`config.mk`:
```
export PLATFORM = sky130hd
export DESIGN_NAME = hazard_pattern_decoder_flat
export DESIGN_NICKNAME = d
export VERILOG_FILES = /design/src/rtl/hazard_pkg.sv /design/src/rtl/hazard_pattern_decoder_if.sv /design/src/rtl/hazard_transition_classifier.sv /design/src/rtl/hazard_pattern_decoder.sv /design/src/flat_wrapper.sv
export SDC_FILE = /design/constraint.sdc
export NUM_CORES = 1
export LEC_CHECK = 0
export CAP_MARGIN = 10
export CELL_PAD_IN_SITES_DETAIL_PLACEMENT = 1
export CELL_PAD_IN_SITES_GLOBAL_PLACEMENT = 1
export CORE_ASPECT_RATIO = 0.5
export CORE_MARGIN = 1.5
export CORE_UTILIZATION = 47
export CTS_CLUSTER_DIAMETER = 30
export DETAILED_ROUTE_END_ITERATION = 12
export DONT_BUFFER_PORTS = 1
export GPL_ROUTABILITY_DRIVEN = 0
export MAX_ROUTING_LAYER = met4
export PLACE_DENSITY = 0.78
export SKIP_CTS_REPAIR_TIMING = 1
export SYNTH_ARGS = -nofsm -noshare
export SYNTH_HDL_FRONTEND = slang
export SYNTH_SLANG_ARGS = --single-unit
```
`constraint.sdc`:
```
create_clock -name clk -period 3.91 [get_ports clk]
set_clock_uncertainty 0.2 [all_clocks]
set_input_delay 0.782 -clock clk [delete_from_list [all_inputs] [get_ports clk]]
set_output_delay 0.782 -clock clk [all_outputs]
set_load 0.02 [all_outputs]
```
`src/rtl/hazard_pkg.sv`:
```
// Shared types for the hazard-light pattern decoder: mode codes, frame
// constants, transition classes, decoder states and small helpers.
package hazard_pkg;

    typedef enum logic [1:0] {
        MODE_CALM = 2'b00,
        MODE_UP   = 2'b01,
        MODE_DOWN = 2'b10,
        MODE_HOLD = 2'b11
    } mode_t;

    localparam logic [2:0] PAT_A = 3'b101;
    localparam logic [2:0] PAT_B = 3'b001;
    localparam logic [2:0] PAT_C = 3'b010;
    localparam logic [2:0] PAT_D = 3'b100;

    typedef enum logic [2:0] {
        CALM,
        UP,
        DOWN,
        HOLD,
        NEUTRAL,
        ILLEGAL
    } tclass_t;

    typedef enum logic [1:0] {
        IDLE,
        CAND,
        LOCKED
    } dec_state_t;

    function automatic logic frame_legal(input logic [2:0] f);
        return (f == PAT_A) || (f == PAT_B) ||
               (f == PAT_C) || (f == PAT_D);
    endfunction

    // Only meaningful for CALM/UP/DOWN/HOLD.
    function automatic mode_t class_to_mode(input tclass_t c);
        mode_t m;
        m = MODE_CALM;
        unique case (c)
            UP:      m = MODE_UP;
            DOWN:    m = MODE_DOWN;
            HOLD:    m = MODE_HOLD;
            default: m = MODE_CALM;
        endcase
        return m;
    endfunction

endpackage

```
`src/rtl/hazard_pattern_decoder_if.sv`:
```
// Frame-in / status-out bundle of the hazard pattern decoder.
// master: frame source + status consumer; slave: the decoder.
interface hazard_pattern_decoder_if #(
    parameter int ERR_W = 8
);
    logic             sample;
    logic [2:0]       lights;
    logic [1:0]       mode;
    logic             locked;
    logic             err;
    logic [ERR_W-1:0] err_count;

    modport master (
        output sample, lights,
        input  mode, locked, err, err_count
    );

    modport slave (
        input  sample, lights,
        output mode, locked, err, err_count
    );
endinterface

```
`src/rtl/hazard_transition_classifier.sv`:
```
// Combinational classifier of a (prev, cur) light-frame pair.
// Ports: prev[2:0], cur[2:0] in; tclass (tclass_t) out.
module hazard_transition_classifier
    import hazard_pkg::*;
(
    input  logic [2:0] prev,
    input  logic [2:0] cur,
    output tclass_t    tclass
);

    always_comb begin
        tclass = ILLEGAL;
        unique case ({prev, cur})
            {PAT_A, PAT_C}: tclass = CALM;
            {PAT_C, PAT_A}: tclass = CALM;
            {PAT_B, PAT_C}: tclass = UP;
            {PAT_C, PAT_D}: tclass = UP;
            {PAT_D, PAT_B}: tclass = UP;
            {PAT_D, PAT_C}: tclass = DOWN;
            {PAT_C, PAT_B}: tclass = DOWN;
            {PAT_B, PAT_D}: tclass = DOWN;
            {PAT_A, PAT_A}: tclass = HOLD;
            {PAT_A, PAT_B}: tclass = NEUTRAL;
            {PAT_A, PAT_D}: tclass = NEUTRAL;
            {PAT_B, PAT_A}: tclass = NEUTRAL;
            {PAT_D, PAT_A}: tclass = NEUTRAL;
            default:        tclass = ILLEGAL;
        endcase
    end

endmodule

```
`src/rtl/hazard_pattern_decoder.sv`:
```
// Recovers the wind-mode code from the sampled hazard-light frame stream.
// Ports: clk, reset (sync, active-high), bus (slave: sample, lights in;
// mode, locked, err, err_count out).
module hazard_pattern_decoder
    import hazard_pkg::*;
#(
    parameter int LOCK_COUNT = 3,
    parameter int ERR_W      = 8
) (
    input  logic                    clk,
    input  logic                    reset,
    hazard_pattern_decoder_if.slave bus
);

    localparam int RW = $clog2(LOCK_COUNT + 1);
    localparam logic [RW-1:0] LC_R  = RW'(LOCK_COUNT);
    localparam logic [RW-1:0] ONE_R = RW'(1);

    logic [2:0]       prev, prev_n;
    logic             prev_valid, prev_valid_n;
    dec_state_t       state, state_n;
    logic [RW-1:0]    run, run_n;
    logic [RW-1:0]    run_inc;
    mode_t            cand, cand_n;
    mode_t            mode, mode_n;
    mode_t            cls_mode;
    logic             err, err_n;
    logic [ERR_W-1:0] err_cnt, err_cnt_n;
    logic             illegal;
    tclass_t          tclass;

    hazard_transition_classifier u_cls (
        .prev   (prev),
        .cur    (bus.lights),
        .tclass (tclass)
    );

    always_ff @(posedge clk) begin
        if (reset) begin
            prev       <= 3'b000;
            prev_valid <= 1'b0;
            state      <= IDLE;
            run        <= '0;
            cand       <= MODE_CALM;
            mode       <= MODE_CALM;
            err        <= 1'b0;
            err_cnt    <= '0;
        end else begin
            prev       <= prev_n;
            prev_valid <= prev_valid_n;
            state      <= state_n;
            run        <= run_n;
            cand       <= cand_n;
            mode       <= mode_n;
            err        <= err_n;
            err_cnt    <= err_cnt_n;
        end
    end

    always_comb begin
        prev_n       = prev;
        prev_valid_n = prev_valid;
        state_n      = state;
        run_n        = run;
        cand_n       = cand;
        mode_n       = mode;
        err_n        = 1'b0;
        err_cnt_n    = err_cnt;
        illegal      = 1'b0;
        run_inc      = run + ONE_R;
        cls_mode     = class_to_mode(tclass);

        if (bus.sample) begin
            if (!prev_valid) begin
                // First frame after reset/error only seeds prev.
                if (frame_legal(bus.lights)) begin
                    prev_n       = bus.lights;
                    prev_valid_n = 1'b1;
                end else begin
                    illegal = 1'b1;
                end
            end else begin
                prev_n = bus.lights;
                unique case (tclass)
                    ILLEGAL: illegal = 1'b1;
                    NEUTRAL: begin
                        state_n = IDLE;
                        run_n   = '0;
                    end
                    default: begin
                        if (state != IDLE && cls_mode == cand) begin
                            // LOCKED + same class: nothing moves.
                            if (state == CAND) begin
                                run_n = run_inc;
                                if (run_inc == LC_R) begin
                                    state_n = LOCKED;
                                    mode_n  = cand;
                                end
                            end
                        end else begin
                            cand_n = cls_mode;
                            run_n  = ONE_R;
                            if (ONE_R == LC_R) begin
                                state_n = LOCKED;
                                mode_n  = cls_mode;
                            end else begin
                                state_n = CAND;
                            end
                        end
                    end
                endcase
            end

            if (illegal) begin
                err_n        = 1'b1;
                state_n      = IDLE;
                run_n        = '0;
                prev_valid_n = 1'b0;
                if (err_cnt != {ERR_W{1'b1}})
                    err_cnt_n = err_cnt + ERR_W'(1);
            end
        end
    end

    assign bus.mode      = mode;
    assign bus.locked    = (state == LOCKED);
    assign bus.err       = err;
    assign bus.err_count = err_cnt;

endmodule
```
`src/flat_wrapper.sv`:
```
// flat-port wrapper written by rule: the top's interface ports become plain ports
module hazard_pattern_decoder_flat import hazard_pkg::*;
#(
    parameter int LOCK_COUNT = 3,
    parameter int ERR_W      = 8
)
  (clk, reset, bus_sample, bus_lights, bus_mode, bus_locked, bus_err, bus_err_count);
  hazard_pattern_decoder_if #(.ERR_W(ERR_W)) bus_i ();
  input  logic clk;
  input  logic reset;
  input wire logic [$bits(bus_i.sample)-1:0] bus_sample;
  input wire logic [$bits(bus_i.lights)-1:0] bus_lights;
  output wire logic [$bits(bus_i.mode)-1:0] bus_mode;
  output wire logic [$bits(bus_i.locked)-1:0] bus_locked;
  output wire logic [$bits(bus_i.err)-1:0] bus_err;
  output wire logic [$bits(bus_i.err_count)-1:0] bus_err_count;
  assign bus_i.sample = bus_sample;
  assign bus_i.lights = bus_lights;
  assign bus_mode = bus_i.mode;
  assign bus_locked = bus_i.locked;
  assign bus_err = bus_i.err;
  assign bus_err_count = bus_i.err_count;
  hazard_pattern_decoder #(.LOCK_COUNT(LOCK_COUNT), .ERR_W(ERR_W)) u_core (.clk(clk), .reset(reset), .bus(bus_i));
endmodule
```
==> results.md, run 1 <==
- Number of synthesized flops with an enable pin: 0
- CP endpoint: u_core.bus.err_count[7]$_SDFFE_PP0P_
- Seq cells post-synth: 21
- Rel. slew slack: 42.8%
- Worst R2R Start: u_core.prev[1]$_SDFFE_PP0P_
- DR vias: 1237
- Lkg Pwr: 0.516 nW
- CP max-delay cell: mux4_2
- DRT Pass-1 Iters: 4
- Clock Latency Late Sink: 0.26 ns
- Worst slew pin tran: 0.853 ns
- Total Power: 0.000463 W
- Die area: 0.00354 sq mm
- Final worst path period share: 77.4%
- Critical Path Source: bus_lights[0]
- Worst R2R Path Depth: 7
- Max-slew violations: 0
- Max Freq: 331 MHz
- Final setup violation count: 0
- Hold Path Origin: u_core.run[1]$_SDFFE_PP0P_
- Max-cap check violation count: 0
- Setup slack at placement: 0.602 ns
- R2R setup slack: 1.07 ns
- Share of post-route cells with drive strength above 1: 10.1%
- Clk root buf: clkbuf_8
- Syn Area/Cell: 8.56 sq um
- Wire length per cell: 16.5 microns
- Outcome: finished clean
- Vias in the first global route: 1215
- Setup TNS: 0 ns
- Io pins: 18
- # rows: 14
- Utilization after layout: 50.9%
- H-Tree Depth: 1
- First-pass GRT wire length: 5.82 mm
- GRT Util Overall: 22.3%
- Seq/Total Area, Yosys: 28.2%
- YS warnings: 0
- CP required: 3.86 ns
- Die height: 42.8 microns
- Final nets: 181
- Ys flop type: dfxtp_1
- Initial DRC count: 69
- Unrepaired setup endpoints after global routing: no
- Antenna cells: 0
- Clock-pin slew on the worst setup and hold paths: 0.08 ns
- Hpwl dp: 2.62 mm
- DRC Markers: 0
- Initial antenna violation count: 0
- Async S/R FF share, synth: 0%
- Met3 usage: 6.24%
- Area Overhead vs Synth: 3.03%
- Grt ovf: 0
- Grt met1 use: 30.3%
- CP max stage delay: 0.49 ns
- Max Buffers Root-to-Sink: 2
- CTS tree: yes
- Worst setup EP type: register
- Crit start category: input port
- Peak VDD IR: 0.238 mV
- Detailed Route WL: 3.44 mm
- Total core area: 0.00301 sq mm
- Fin crit period: 3.02 ns
- Post-Syn Nets: 186
- Count of cell types in the netlist: 54
- Avg Vias per Cell: 5.95
- Slack of the critical path: 0.885 ns
- Grt met2 use: 33.7%
- Final-report hold violation count: 0
- WP data arrival: 2.98 ns
- Capturing point of the worst reg2reg path: u_core.bus.err_count[7]$_SDFFE_PP0P_
- Antenna-violating nets left: 0
- Mapped cell area: 0.00149 sq mm
- Critical path type: in2reg
- Num CTS Buffers: 3
- PD cells: 302 mW/mm^2
- Initial core utilization: 49.4%
- Post-DP Area: 0.00149 sq mm
- Count of input and output buffers: 0
- Post-route cell area: 0.00153 sq mm
- Die width: 82.6 microns
- CP Max Fanout: 5
- Min-delay worst type: reg2reg
- Largest net degree at the start of global routing: 26
- Post-synthesis instance total: 174
- Grt peak-use layer: met2
- Worst path cell trace: inv_1, ha_1, mux4_2, and3b_4, nor2_4, o21ai_4, a211oi_4, nand4_1, mux2_1
- Total number of clock tree sinks: 21
==> area by class of cell <==
type                       count  area, sq um
multi-input combinational    134          981
sequential                    21          420
inverter                       9         33.8
clock buffer                   3         41.3
tap                           40         50.0
clock inverter                 1         7.51
fill                         368         1480
==> flip-flops by register name, summed over array words and instances (netlist names) <==
signal and count:
u_core.bus.err_count 8, u_core.prev 3, u_core.bus.mode 2, u_core.cand 2
u_core.run 2, u_core.state 2, u_core.bus.err 1, u_core.prev_valid 1
==> kinds of logic after synthesis <==
logic type / after synthesis / share of synthesized area (%)
buffers and inverters: 19 / 5.88
flip-flops: 21 / 28.2
AO/OA/AOI/OAI: 44 / 23.9
multiplexers: 7 / 5.71
XOR/XNOR: 3 / 1.77
AND/OR/NAND/NOR: 74 / 29.5
adder cells (fa/ha/maj): 6 / 5.04
==> how the worst min path moves through the flow <==
stage               slack, ns  cells after the start                         end
CTS                      0.31                      2  u_core.run[1]$_SDFFE_PP0P_
detailed placement       0.30                      2  u_core.run[1]$_SDFFE_PP0P_
global route             0.33                      2  u_core.run[1]$_SDFFE_PP0P_
floorplan                0.25                      2  u_core.run[1]$_SDFFE_PP0P_
global placement         0.26                      2  u_core.run[1]$_SDFFE_PP0P_
finish                   0.30                      2  u_core.run[1]$_SDFFE_PP0P_
==> cells in the mapped netlist, types with 3 or more instances <==
library cell / number / area [sq um]
nand3_1: 7 / 35.0
nor2_1: 12 / 45.0
nand4b_1: 3 / 26.3
xnor2_1: 3 / 26.3
o21ai_0: 4 / 20.0
nor2b_1: 6 / 37.5
inv_1: 9 / 33.8
mux2i_1: 4 / 40.0
a31oi_1: 4 / 25.0
or3_1: 3 / 18.8
nand3b_1: 4 / 30.0
a21oi_1: 11 / 55.1
dfxtp_1: 21 / 420
and2_1: 3 / 18.8
clkbuf_1: 7 / 26.3
nand2_1: 12 / 45.0
a21o_1: 3 / 22.5
ha_1: 6 / 75.1
nand2b_1: 8 / 50.1
nor3_1: 3 / 15.0
and3_1: 3 / 18.8
==> worst max-delay path: cells and delay by family <==
family,cells,cell delay (ns)
muxes,2,0.83
and+or+nand+nor,3,0.51
buffers and inverters,1,0.04
adders and majority gates,1,0.31
AOI/OAI and AO/OA,2,0.50
==> report_power, final <==
part	switching, W	internal [W]	total (W)	leakage (nW)
registers	0.0000178	0.000220	0.000238	0.170
logic	0.0000433	0.0000321	0.0000754	0.324
clock network	0.0000778	0.0000721	0.000150	0.0217
total	0.000139	0.000324	0.000463	0.516
==> layout by cell type, fill, tap and decap left out, types with 3 or more instances in the layout <==
cell type / instances
dfxtp_1: 21
nand2_1: 12
nor2_1: 12
a21oi_1: 11
inv_1: 9
nand2b_1: 8
nand3_1: 7
nor2b_1: 6
ha_1: 6
nand3b_1: 4
o21ai_0: 4
a31oi_1: 4
mux2i_1: 4
and3_1: 3
nand4b_1: 3
and2_1: 3
a21o_1: 3
nor3_1: 3
or3_1: 3
xnor2_1: 3
clkbuf_8: 3
==> per-layer routing <==
metal,vias to the layer above,part of all wire (%)
met3,2,4.4
met4,0,0.29
li1,618,-
met5,-,0
met2,16,44
met1,601,51
==> metrics by stage <==
stage / instances / hold slack, ns
2_1_floorplan: 174 / 0.249
3_3_place_gp: 204 / 0.256
3_5_place_dp: 204 / 0.301
4_1_cts: 208 / 0.312
5_1_grt: 208 / 0.329
6_report: 208 / 0.300
Power figures use the tool's default switching activity.
==> inputs of run 2 (changes only) <==
- clock period: 3.91 -> 3 ns (I/O delays scaled with it)
==> results.md, run 2 (synthesis gave the netlist of run 1 again) <==
- Outcome: finished clean
- Slack of the critical path: 0.248 ns
- DRT Pass-1 Iters: 4
- Max Freq: 363 MHz
- CP max-delay cell: dfxtp_1
- Crit start category: register
- Initial core utilization: 49.4%
- Vias in the first global route: 1276
- Fin crit period: 2.75 ns
- CP Max Fanout: 12
- Clock-pin slew on the worst setup and hold paths: 0.09 ns
- Avg Vias per Cell: 5.92
- Critical path type: reg2reg
- Die width: 82.6 microns
- Final worst path period share: 91.7%
- Min-delay worst type: in2reg
- Io pins: 18
- Largest net degree at the start of global routing: 26
- Antenna cells: 0
- Initial antenna violation count: 0
- Total Power: 0.000614 W
- Total number of clock tree sinks: 21
- Worst setup EP type: register
- DRC Markers: 0
- Worst slew pin tran: 0.630 ns
- Grt ovf: 0
- Final setup violation count: 0
- Setup slack at placement: -0.00917 ns
- Lkg Pwr: 0.540 nW
- Detailed Route WL: 3.48 mm
- WP data arrival: 2.75 ns
- Worst R2R Start: u_core.prev[1]$_SDFFE_PP0P_
- Initial DRC count: 16
- Max-slew violations: 0
- Utilization after layout: 52.2%
- # rows: 14
- Final nets: 186
- Count of input and output buffers: 0
- Die area: 0.00354 sq mm
- Unrepaired setup endpoints after global routing: no
- Hold path cells: 1
- Most common cell after layout, fill and taps aside: dfxtp_1
- Total core area: 0.00301 sq mm
- Filler instances: 372
- CTS tree: yes
- WHS Endpoint: u_core.cand[1]$_SDFFE_PP0P_
- PD cells: 391 mW/mm^2
- CP max stage delay: 0.54 ns
- R2R setup slack: 0.25 ns
- Clk root buf: clkbuf_8
- Wire length per cell: 16.3 microns
- Final-report hold violation count: 0
- GRT Util Overall: 22.7%
- Clock Latency Late Sink: 0.27 ns
- Max reg flops: 8
- H-Tree Depth: 1
- Buffers & Inverters on Critical Path: 1
- Die height: 42.8 microns
- Area Overhead vs Synth: 5.55%
- Hpwl dp: 2.58 mm
- Antenna-violating nets left: 0
- Worst R2R Path Depth: 8
- Max Buffers Root-to-Sink: 2
- Hold Path Origin: reset
- CP required: 3.00 ns
- Capturing point of the worst reg2reg path: u_core.state[0]$_SDFFE_PP0P_
- CP top delay family: compound AO/OA/AOI/OAI gates
- Worst path cell trace: nor2b_1, a311oi_2, buf_4, a2111oi_1, a41o_1, a31oi_1, or3_1, a21oi_1
- Peak VDD IR: 0.228 mV
- Share of post-route cells with drive strength above 1: 12.7%
- Setup TNS: 0 ns
- Num CTS Buffers: 3
- Rel. slew slack: 57.7%
- Most frequent cells in the layout: dfxtp_1, nand2_1, nor2_1, a21oi_1, inv_1
- First-pass GRT wire length: 5.94 mm
- DR vias: 1261
- Max-cap check violation count: 0
## run 2: cell types whose count changed in the layout (fill, tap and decap cells not counted), sizes merged
cell | previous run | this run
buf | 0 | 5
## run 2: worst reg2reg max path: stages, from the launching register on
cell and delay (ns):
dfxtp_1 0.54, nor2b_1 0.27, a311oi_2 0.18, buf_4 0.18, a2111oi_1 0.39, a41o_1 0.16
a31oi_1 0.19, or3_1 0.43, a21oi_1 0.15
## run 2: power by group
part	switching [W]	internal, W
registers	0.0000225	0.000287
logic	0.0000581	0.0000468
clock network	0.000105	0.0000942
total	0.000186	0.000428
## run 2: layout make-up
| cell class | instances | area [sq um] | area share (%) |
|---|---|---|---|
| multi-input cells | 134 | 981 | 62.4 |
| well taps | 40 | 50.0 | 3.18 |
| clock buffers | 3 | 41.3 | 2.63 |
| inverters | 9 | 33.8 | 2.15 |
| repair buffers | 5 | 37.5 | 2.39 |
| clock inverters | 1 | 7.51 | 0.478 |
| flip-flops and latches | 21 | 420 | 26.8 |
## run 2: metrics by stage
| step | hold WS [ns] | cells | instance area, sq um |
|---|---|---|---|
| detailed placement | 0.275 | 209 | 1520 |
| global placement | 0.259 | 209 | 1520 |
| finish | 0.185 | 213 | 1570 |
| floorplan | 0.249 | 174 | 1490 |
| CTS | 0.176 | 213 | 1570 |
| global route | 0.173 | 213 | 1570 |
## run 2: how the worst max path moves through the flow
stage                           startpoint                                    to  depth (start not counted)
2_1_floorplan                bus_lights[0]  u_core.bus.err_count[7]$_SDFFE_PP0P_                          9
3_3_place_gp                 bus_lights[0]  u_core.bus.err_count[6]$_SDFFE_PP0P_                          9
3_5_place_dp                 bus_lights[1]  u_core.bus.err_count[6]$_SDFFE_PP0P_                          9
4_1_cts        u_core.prev[1]$_SDFFE_PP0P_          u_core.state[0]$_SDFFE_PP0P_                          8
5_1_grt        u_core.prev[1]$_SDFFE_PP0P_          u_core.state[0]$_SDFFE_PP0P_                          8
6_report       u_core.prev[1]$_SDFFE_PP0P_          u_core.state[0]$_SDFFE_PP0P_                          8
## run 2: metal layers
layer	track usage (%)	part of all wire (%)	vias to the layer above
met3	5.81	4.9	5
met5	-	0	-
met1	29.1	49	606
met2	35.9	45	22
li1	-	-	628
met4	5.33	0.75	0
==> inputs of run 3 (changes only) <==
- CORE_UTILIZATION: 47 -> 46
- CTS_CLUSTER_DIAMETER: 30 -> 100
- GPL_ROUTABILITY_DRIVEN: 0 -> 1
- PLACE_DENSITY: 0.78 -> 0.77
- SYNTH_HIERARCHICAL: default -> 1
==> results.md, run 3 <==
- Outcome: finished clean
- Number of synthesized flops with an enable pin: 0
- Grt ovf: 0
- Count of cell types in the netlist: 47
- Num CTS Buffers: 3
- Crit start category: input port
- Avg Vias per Cell: 6.15
- Vias in the first global route: 1150
- Fin crit period: 2.83 ns
- PD cells: 408 mW/mm^2
- YS warnings: 6
- Worst slew pin tran: 0.805 ns
- DRC Markers: 0
- Gpl congestion: 0.849
- Worst setup EP type: register
- Unrepaired setup endpoints after global routing: no
- Wire length per cell: 17.0 microns
- CP required: 3.00 ns
- CP Max Fanout: 8
- Final setup violation count: 0
- Total number of clock tree sinks: 21
- Leading area contributor after synthesis: dfxtp_1
- Post-Syn Nets: 169
- Clk root buf: clkbuf_8
- GRT Util Overall: 24.1%
- Final-report hold violation count: 0
- Final worst path period share: 94.4%
- Seq/Total Area, Yosys: 31.5%
- Top cells by count, synth: dfxtp_1, nor2_1, a21oi_1, nand2_1, nand3_1
- Hpwl dp: 2.43 mm
- Setup slack at placement: -0.0820 ns
- Hold_ws: 0.193 ns
- DR vias: 1229
- Mapped cell area: 0.00133 sq mm
- Clock-pin slew on the worst setup and hold paths: 0.08 ns
- Top post-synthesis cells by area: dfxtp_1, ha_1, a21oi_1
- Min-delay worst type: in2reg
- Slack of the critical path: 0.169 ns
- Clock Latency Late Sink: 0.27 ns
- Initial core utilization: 50.0%
- Area Overhead vs Synth: 9.10%
- Ys flop type: dfxtp_1
- # rows: 13
- Total core area: 0.00267 sq mm
- Max reg flops: 8
- Most common cell after layout, fill and taps aside: dfxtp_1
- H-Tree Depth: 1
- Largest net degree at the start of global routing: 24
- Max Buffers Root-to-Sink: 2
- Max-slew violations: 0
- Lkg Pwr: 0.504 nW
- Peak VDD IR: 0.226 mV
- Initial antenna violation count: 0
- Max Freq: 353 MHz
- Async S/R FF share, synth: 0%
- Antenna cells: 0
- R2R setup slack: 0.25 ns
- Die area: 0.00325 sq mm
- Share of post-route cells with drive strength above 1: 11.7%
- Share of the synthesized area in the top cell type: 31.5%
- Antenna-violating nets left: 0
- Io pins: 18
- Die width: 79.2 microns
- Filler instances: 337
- Most frequent cell after synthesis: dfxtp_1
- Critical path type: in2reg
- Max-cap check violation count: 0
- Detailed Route WL: 3.40 mm
- Initial DRC count: 52
- CTS tree: yes
- Most frequent cells in the layout: dfxtp_1, nor2_1, a21oi_1, nand3_1, nand2_1
- Post-synthesis instance total: 157
- Syn Area/Cell: 8.50 sq um
- Seq cells post-synth: 21
- DRT Pass-1 Iters: 4
- WP data arrival: 2.83 ns
- First-pass GRT wire length: 5.55 mm
- Count of input and output buffers: 0
- Die height: 41.1 microns
- Rel. slew slack: 45.9%
- Final nets: 176
-- run 3: final timing paths --
kind,from,endpoint,cells past startpoint
worst max register to register,u_core/prev[1]$_SDFFE_PP0P_,u_core/bus.mode[0]$_SDFFE_PP0P_,10
worst min register to register,u_core/run[1]$_SDFFE_PP0P_,u_core/run[1]$_SDFFE_PP0P_,2
worst max-delay path,bus_lights[1],u_core/cand[1]$_SDFFE_PP0P_,10
worst min-delay path,reset,u_core/prev[0]$_SDFFE_PP0P_,1
-- run 3: kinds of logic (layout without fill, tap and decap cells) --
logic type / Yosys count / count (layout) / synth area share (%)
buffers and inverters: 10 / 16 / 3.38
AND/OR/NAND/NOR: 73 / 73 / 32.3
flip-flops: 21 / 21 / 31.5
XOR/XNOR: 4 / 4 / 2.63
multiplexers: 7 / 7 / 5.44
adder cells (fa/ha/maj): 6 / 6 / 5.63
AO/OA/AOI/OAI: 36 / 36 / 19.1
-- run 3: per-stage QoR --
| stage | cells | area, sq um | power, W | TNS, ns | utilization, % |
|---|---|---|---|---|---|
| 3_5_place_dp | 196 | 1410 | 0.000403 | -0.237 | 52.7 |
| 6_report | 200 | 1460 | 0.000593 | 0 | 54.5 |
| 3_3_place_gp | 196 | 1410 | 0.000399 | 0 | 52.7 |
| 5_1_grt | 200 | 1460 | 0.000628 | 0 | 54.5 |
| 4_1_cts | 200 | 1460 | 0.000602 | 0 | 54.5 |
| 2_1_floorplan | 157 | 1330 | 0.000378 | 0 | - |
-- run 3: final cells by class --
class / count / area (sq um) / share of cell area (%)
Clock buffer: 3 / 41.3 / 2.84
Tap cell: 37 / 46.3 / 3.18
Inverter: 5 / 18.8 / 1.29
Sequential cell: 21 / 420 / 28.9
Clock inverter: 1 / 7.51 / 0.516
Timing Repair Buffer: 7 / 52.6 / 3.61
Multi-Input combinational cell: 126 / 868 / 59.7
-- run 3: worst max-delay path: stages --
cell and delay, ns:
inv_1 0.09, ha_1 0.26, mux2_2 0.27, mux2i_1 0.15, o211a_1 0.27, xnor2_1 0.09
a32oi_1 0.25, a21oi_1 0.17, or4b_1 0.52, a21oi_1 0.15
-- run 3: power breakdown --
group,total [W],switching [W],internal [W],leakage (nW)
logic,0.0000942,0.0000500,0.0000442,0.312
registers,0.000304,0.0000175,0.000287,0.170
clock network,0.000195,0.000101,0.0000940,0.0217
total,0.000593,0.000169,0.000425,0.504
-- run 3: layer usage --
metal,GRT usage [%],part of all wire [%]
met2,40.6,47
met3,7.33,3.8
met1,28.6,48
met4,7.89,0.85
met5,-,0
